$ cat src/rtl/reg_status_table.sv
// rtl/reg_status_table.sv - register result-status table for the Tomasulo issue path
//
// Purpose: resolves issuing source registers to ready values or producer tags,
// holds the operand bundle until the reservation station accepts it, records the
// accepted RS tag as the pending producer of the destination (and ICC), and
// snoops the CDB to retire pending tags into register values and ICC flags.
//
// Ports:
//   clk, rst                 clock, synchronous active-high reset
//   issue_valid/issue_ready  issue handshake from decode
//   issue_src1/2, issue_dst  architectural register numbers
//   issue_wr, issue_cc       instruction writes issue_dst / sets ICC
//   opnd_valid, opnd_tag_k,
//   opnd_val_k               operand bundle presented to the RS
//   in_rs_enable, in_rs_tag  RS accepted the bundle with this tag
//   in_CDB_*                 common data bus snoop (tag, value, ICC flags)
//   icc_tag, icc_flags       pending ICC producer and committed flags
module reg_status_table #(
  parameter int                  NUM_REGS    = 32,
  parameter int                  TAG_W       = 5,
  parameter logic [TAG_W-1:0]    INVALID_TAG = 5'b11111
) (
  input  logic             clk,
  input  logic             rst,
  input  logic             issue_valid,
  output logic             issue_ready,
  input  logic [4:0]       issue_src1,
  input  logic [4:0]       issue_src2,
  input  logic [4:0]       issue_dst,
  input  logic             issue_wr,
  input  logic             issue_cc,
  output logic             opnd_valid,
  output logic [TAG_W-1:0] opnd_tag_1,
  output logic [31:0]      opnd_val_1,
  output logic [TAG_W-1:0] opnd_tag_2,
  output logic [31:0]      opnd_val_2,
  input  logic             in_rs_enable,
  input  logic [TAG_W-1:0] in_rs_tag,
  input  logic             in_CDB_broadcast,
  input  logic [TAG_W-1:0] in_CDB_tag,
  input  logic [31:0]      in_CDB_val,
  input  logic [3:0]       in_ICC_flags,
  output logic [TAG_W-1:0] icc_tag,
  output logic [3:0]       icc_flags
);

  typedef enum logic {IDLE, WAIT_ALLOC} state_t;

  state_t             state;
  logic [31:0]        reg_val [NUM_REGS];
  logic [TAG_W-1:0]   reg_tag [NUM_REGS];
  logic [4:0]         dst_q;
  logic               wr_q;
  logic               cc_q;

  logic               cdb_hit;
  logic [TAG_W-1:0]   res_tag_1, res_tag_2;
  logic [31:0]        res_val_1, res_val_2;

  // A broadcast of INVALID_TAG would otherwise "retire" every ready register.
  assign cdb_hit = in_CDB_broadcast && (in_CDB_tag != INVALID_TAG);

  // Resolve one source against the table, bypassing a same-cycle CDB result so
  // the bundle never carries a tag whose broadcast is happening right now.
  always_comb begin
    res_tag_1 = INVALID_TAG;
    res_val_1 = '0;
    if (issue_src1 != 5'd0) begin
      if (reg_tag[issue_src1] == INVALID_TAG) begin
        res_val_1 = reg_val[issue_src1];
      end else if (cdb_hit && (in_CDB_tag == reg_tag[issue_src1])) begin
        res_val_1 = in_CDB_val;
      end else begin
        res_tag_1 = reg_tag[issue_src1];
      end
    end
  end

  always_comb begin
    res_tag_2 = INVALID_TAG;
    res_val_2 = '0;
    if (issue_src2 != 5'd0) begin
      if (reg_tag[issue_src2] == INVALID_TAG) begin
        res_val_2 = reg_val[issue_src2];
      end else if (cdb_hit && (in_CDB_tag == reg_tag[issue_src2])) begin
        res_val_2 = in_CDB_val;
      end else begin
        res_tag_2 = reg_tag[issue_src2];
      end
    end
  end

  always_ff @(posedge clk) begin
    if (rst) begin
      for (int r = 0; r < NUM_REGS; r++) begin
        reg_val[r] <= '0;
        reg_tag[r] <= INVALID_TAG;
      end
      icc_tag     <= INVALID_TAG;
      icc_flags   <= '0;
      state       <= IDLE;
      issue_ready <= 1'b1;
      opnd_valid  <= 1'b0;
      opnd_tag_1  <= '0;
      opnd_val_1  <= '0;
      opnd_tag_2  <= '0;
      opnd_val_2  <= '0;
      dst_q       <= '0;
      wr_q        <= 1'b0;
      cc_q        <= 1'b0;
    end else begin
      // CDB retirement. r0 is skipped so it can never leave its reset state.
      if (cdb_hit) begin
        for (int r = 1; r < NUM_REGS; r++) begin
          if (reg_tag[r] == in_CDB_tag) begin
            reg_val[r] <= in_CDB_val;
            reg_tag[r] <= INVALID_TAG;
          end
        end
        if (icc_tag == in_CDB_tag) begin
          icc_flags <= in_ICC_flags;
          icc_tag   <= INVALID_TAG;
        end
      end

      case (state)
        IDLE: begin
          if (issue_valid) begin
            dst_q       <= issue_dst;
            wr_q        <= issue_wr;
            cc_q        <= issue_cc;
            opnd_tag_1  <= res_tag_1;
            opnd_val_1  <= res_val_1;
            opnd_tag_2  <= res_tag_2;
            opnd_val_2  <= res_val_2;
            opnd_valid  <= 1'b1;
            issue_ready <= 1'b0;
            state       <= WAIT_ALLOC;
          end
        end
        WAIT_ALLOC: begin
          // Held operands keep snooping so the RS cannot miss a broadcast that
          // lands while the bundle is waiting.
          if (cdb_hit && (opnd_tag_1 == in_CDB_tag)) begin
            opnd_tag_1 <= INVALID_TAG;
            opnd_val_1 <= in_CDB_val;
          end
          if (cdb_hit && (opnd_tag_2 == in_CDB_tag)) begin
            opnd_tag_2 <= INVALID_TAG;
            opnd_val_2 <= in_CDB_val;
          end
          // Placed after the snoop so a new allocation overrides a same-edge
          // retirement of the old tag; the retired value is still written.
          if (in_rs_enable) begin
            if (wr_q && (dst_q != 5'd0)) begin
              reg_tag[dst_q] <= in_rs_tag;
            end
            if (cc_q) begin
              icc_tag <= in_rs_tag;
            end
            opnd_valid  <= 1'b0;
            issue_ready <= 1'b1;
            state       <= IDLE;
          end
        end
      endcase
    end
  end

endmodule
$ cat config.mk
export PLATFORM = sky130hd
export DESIGN_NAME = reg_status_table
export DESIGN_NICKNAME = d
export VERILOG_FILES = /design/src/rtl/reg_status_table.sv
export SDC_FILE = /design/constraint.sdc
export NUM_CORES = 2
export LEC_CHECK = 0
export ABC_AREA = 1
export CAP_MARGIN = 20
export CORE_AREA = 2 2 466 376
export DETAILED_ROUTE_END_ITERATION = 8
export DIE_AREA = 0 0 468 378
export MAX_ROUTING_LAYER = met4
export SLEW_MARGIN = 10
export SYNTH_ARGS = -nofsm -noshare
export SYNTH_HDL_FRONTEND = slang
export SYNTH_SLANG_ARGS = --single-unit
$ cat constraint.sdc
create_clock -name clk -period 6.8 [get_ports clk]
set_input_delay 1.02 -clock clk [delete_from_list [all_inputs] [get_ports clk]]
set_output_delay 1.02 -clock clk [all_outputs]
set_load 0.005 [all_outputs]
; Word level (Yosys, flattened, before mapping)
; Memories as Yosys holds them, arrays and structs flattened.
; Cells that the tools add are included.
[word_totals]
ram_bits = 1184
output_inout_bits = 85
memories = 2
register_bits = 93
[op_classes]
bitwise_logic = 156
mux = 234
reduce_logical = 15
n_eq_ne = 74
[memory_table]
columns = name, words, width, read_ports, rd_ports_with_merged_regs, wr, line_no
row1 = reg_val, 32, 32, 2, 0, 32, 50  ; logic [31:0] reg_val [NUM_REGS];
row2 = reg_tag, 32, 5, 33, 0, 32, 51  ; logic [TAG_W-1:0] reg_tag [NUM_REGS];
[ops]
columns = operator, n
row1 = 32-bit two-way mux, 41
row2 = 5-bit two-way mux, 48
row3 = 5-bit equality test, 36
row4 = 5-bit equality test (first input constant), 31
row5 = 1-bit two-way mux, 138
row6 = 32-bit case mux with 2 select lines, 2
row7 = 1-bit bitwise AND, 62
row8 = 1-bit bitwise OR, 62
row9 = 1-bit inverter, 32
row10 = 5-bit case mux with 2 select lines, 2
row11 = 5-bit nonzero test, 3
row12 = 5-bit equality test (second input constant), 2
row13 = 2-bit AND reduction, 5
row14 = 1-bit logical AND, 6
row15 = 1-bit case mux with 2 select lines, 3
row16 = 5-bit != test (second input constant), 1
row17 = 5-bit OR reduction, 1
row18 = 2-bit by 1-bit != test with 1-bit output (second input constant), 2
row19 = 2-bit != test (second input constant), 2

; Logic depth before layout (Yosys ltp)
[logic_depth]
ltp_word = 10
mapped_depth = 20

; Least setup slack after synthesis
; No wires, ideal clock.
[synth_path]
path_type = input to register
startpoint = input port in_CDB_tag[1]
endpoint = memory reg_tag[21][0], enable pin
setup_ns = 0.315
path_stages = 6
required_ns = 6.485
arrival_ns = 5.868
setup_slack_ns = 0.617
n_path_buf = 3
path_cell_list = clkbuf_1 -> buf_1 -> buf_2 -> xor2_1 -> o41ai_1 -> or2_2
[synth_lines]
columns = element, line_no
row1 = from (decl), 40  ; input logic [TAG_W-1:0] in_CDB_tag,
row2 = to (decl), 51

; Final worst setup path
[layout_path]
startpoint = input port issue_src2[1]
endpoint = register opnd_val_2[29]
[layout_via]
elab_chain_cells = 8
elab_cells_between_ends = 11
[layout_rtl]
columns = element, line_no
row1 = from (decl), 28  ; input logic [4:0] issue_src2,
row2 = memory read 32 x 5 bit, --
row3 = 5-bit equality test, 85  ; end else if (cdb_hit && (in_CDB_tag == reg_tag[issue_src2])) begin
row4 = 1-bit logical AND, 85
row5 = 32-bit two-way mux, 85
row6 = 32-bit two-way mux, 83  ; if (reg_tag[issue_src2] == INVALID_TAG) begin
row7 = 32-bit two-way mux *, 82  ; if (issue_src2 != 5'd0) begin
row8 = 32-bit two-way mux *, 128  ; if (issue_valid) begin
row9 = 32-bit case mux with 2 select lines *, 126  ; case (state)
row10 = to (signal assigned), 135  ; opnd_val_2 <= res_val_2;
row11 = to (signal assigned), 150  ; opnd_val_2 <= in_CDB_val;
row12 = to (decl), 36  ; output logic [31:0] opnd_val_2,
; Mark *: on every way between the ends. The rest lies on a longest branch, timed or not. The select of a mux whose other input is x is not followed.
; A chain may end at the register's enable or synchronous reset.

==> results.toml <==
[critical_path]
cp-end-kind = "register"
worstPathRequired_ps = 7460
cp.arrival_ps = 4940
cp_max_fo = 103
critPathMostFrequentCell = "nand2_1"
crit_chain = "buf_8, buf_4, nor2_1, a21oi_1, nand3_1, nand3_1, nand3_1, nand2_1, nand2_1, nor2_4, nand2_1, buf_4, o21ai_1, inv_1, nand2_1, a21oi_1"
start_kind = "input pin"
rr_worst_depth = 15
slowest_stage = "buf_4"
timing.rr.start = "reg_tag[9][4]"
cp_top_family = "buffers and inverters"
timing.critical_path.buf_inv = 4
reg2reg_to = "opnd_val_1[19]"
crit_type = "in2reg"
worst-r2r-setup-slack_ps = 3640
max_stage_delay_ps = 770

[synthesis]
yosysWarnings = 0
netlist_area_um2 = 68500
synth-main-ff-cell = "edfxtp_1"
synth.avg_cell_area_um2 = 8.35
synth.distinct_cells = 53
async_reset_ff_share_pct = 0
synth_cells = 8205
synth-seq-cells = 1245
synth-seq-area-share_pct = 53.2
synth_edf_count = 1152

[drt]
vias = 64100
post_drt_via_cell_ratio = 6.17
drcViolationCount = 0
post_drt_wl_per_cell_um = 27.6
dr.pass1.iters = 8
wl_um = 286000
first_iter_violations = 11500
postRouteAntennaNets = 0

[floorplan]
core_um2 = 173000
initial_utilization_pct = 39.7
die_w_um = 468
die_area_um2 = 177000
fp-row-count = 137
fp.dieH_um = 378
ios = 153

[placed_design]
port_buffers = 152
pre_cts_ws_ps = 2010
dpl.hpwl_um = 161000
place_congestion = 0.936

[finish]
drive_gt1_share_pct = 5.66
nNetsFinal = 8056
syn2layout_area_growth_pct = 10.1
nFillCells = 16700
utilization_pct = 43.7

[global_routing]
grt-ovfl-total = 0
grt_pass1_wl_um = 407000
grt_use_total_pct = 32.3
antenna_found_initial = 6
grt_pass1_vias = 58400
grt_max_degree = 195

[sta]
min_period_ps = 4280
finClkSkew_ps = 34.3
setup_viol = 0
report.final.hold_viol_count = 0
tns_ps = 0
relSlewSlack_pct = 22.9
slew_violations = 0
worst_pin_slew_ps = 1160
period_share_pct = 62.9
whs_ps = 445
rsz0062_at_grt = "no"
clock.fmax_mhz = 234
timing.final.ws_setup_ps = 2520

[clock_tree]
cts_tree = "done"
htree_num_levels = 4
clk_latency_ps = 800
cts.sinks = 1245
post-cts-setup-buffer-count = 0
cts_buffers = 132
clk_path_buf_depth = 3
cts_resized = 0
clkTransAtPathRegs_ps = 60
ctsRootBufferMaster = "clkbuf_16"
ctsHoldBuffers = 0

[power]
p_total_w = 0.0188
leakagePower_nw = 28.5
vdd_drop_max_mv = 0.299
p_per_area_nw_per_um2 = 250

[hold_path]
hold_depth = 2
min-delay-start = "icc_flags[2]"
hp-class = "reg2reg"
worstHoldEndpoint = "icc_flags[2]"

[run_status]
status = "complete, no violations"

[job]
cap_violations = 0
layer usage:
metal | vias to the layer above | track usage (%) | wire length, um
met5 | - | - | 0
met1 | 30500 | 42.7 | 108000
met2 | 5081 | 45.4 | 120000
met4 | 0 | 18.4 | 18500
li1 | 27600 | - | -
met3 | 888 | 7.29 | 39300
metrics by stage:
step	cells	instance area, um2
final	10400	75400
after global placement	10100	71300
after global routing	10400	75400
after detailed placement	10100	71300
after floorplan	8209	68500
after CTS	10400	75400
layout by cell type, fill, tap and decap left out, types with 7 or more instances in the layout:
master           count
a22oi_1             51
nor4_1              14
nor2_1            1047
clkbuf_1            30
nand2_2             19
nand3_1            689
o21ai_1             94
or2_2               33
o21a_1              10
clkbuf_16          137
clkdlybuf4s50_1    137
bufinv_16            7
buf_2                7
dfxtp_1             93
o211ai_1            75
o2111ai_1            9
o41ai_2             14
o21ai_0            655
clkinv_1            58
xor2_1              78
a21oi_1            918
nor3_1              10
nor2_4               8
edfxtp_1          1152
o221ai_1            19
inv_2               10
clkinv_2            18
xnor2_1             48
and3_1               9
nand2_1           1600
a31oi_1             82
buf_4              157
o22ai_1             11
inv_1              559
buf_12              16
o31ai_1             10
nand4_1            128
cell usage after synthesis, types with 14 or more instances:
library cell  instances  area [um2]
buf_1                89         334
o41ai_1              14         123
buf_4                56         420
o21ai_1              94         470
o221ai_1             19         166
o211ai_1             75         563
nand4_1             128         801
buf_2               217        1090
xnor2_1              48         420
nand2_1            1617        6070
or2_2                33         206
clkbuf_1            289        1080
nor2_1             1049        3940
a22oi_1              51         383
buf_6                28         315
clkinv_1             34         128
edfxtp_1           1152       34600
nor4_1               14        87.6
nand3_1             689        3450
a21oi_1             918        4590
dfxtp_1              93        1860
o21ai_0             655        3280
inv_1               567        2130
a31oi_1              82         513
xor2_1               78         683
how the worst max path moves through the flow:
stage,end,slack [ps],start,depth (start not counted)
CTS,opnd_val_2[29],2830,issue_src2[1],16
floorplan,reg_tag[21][0],620,in_CDB_tag[1],6
global route,opnd_val_2[30],2450,issue_src2[1],16
global placement,opnd_val_2[18],1980,issue_src2[1],16
finish,opnd_val_2[29],2520,issue_src2[1],16
detailed placement,opnd_val_2[29],2010,issue_src2[1],16
final cells by class:
class                           instances  area, um2  share of cell area (%)
Multi-Input combinational cell       5676      26700                    35.4
Clock inverter                         60        480                   0.637
Timing Repair Buffer                  324       3020                    4.00
Clock buffer                          167       3540                    4.69
Antenna cell                            5       12.5                  0.0166
Sequential cell                      1245      36500                    48.3
Tap cell                             2293       2870                    3.80
Inverter                              609       2330                    3.09
tightest hold or removal path: cells and delay by family, from the launching register on:
| kind | cells | cell delay [ps] |
|---|---|---|
| buffers and inverters | 1 | 50 |
| flip-flops | 1 | 310 |
| AO/OA/AOI/OAI | 1 | 50 |
power breakdown:
group | internal [W] | switching (W)
clock | 0.00394 | 0.00316
combinational | 0.000707 | 0.00210
sequential | 0.00874 | 0.000181
total | 0.0134 | 0.00544
cells by family after synthesis:
kind of cell	Yosys count	share of synthesized area, %
AO/OA/AOI/OAI	1975	15.5
XOR/XNOR	126	1.61
buffers and inverters	1288	8.07
flip-flops	1245	53.2
other	1	0.00547
AND/OR/NAND/NOR	3570	21.6
registers in the layout, indices dropped and copies added, names as in the netlist:
signal	count
dst_q	5
reg_tag	160
icc_flags	4
wr_q	1
opnd_tag_1	5
cc_q	1
opnd_tag_2	5
icc_tag	5
reg_val	992
issue_ready	1
opnd_val_2	32
opnd_val_1	32
state	1
opnd_valid	1
No activity file was read; power rests on OpenSTA's default activity.
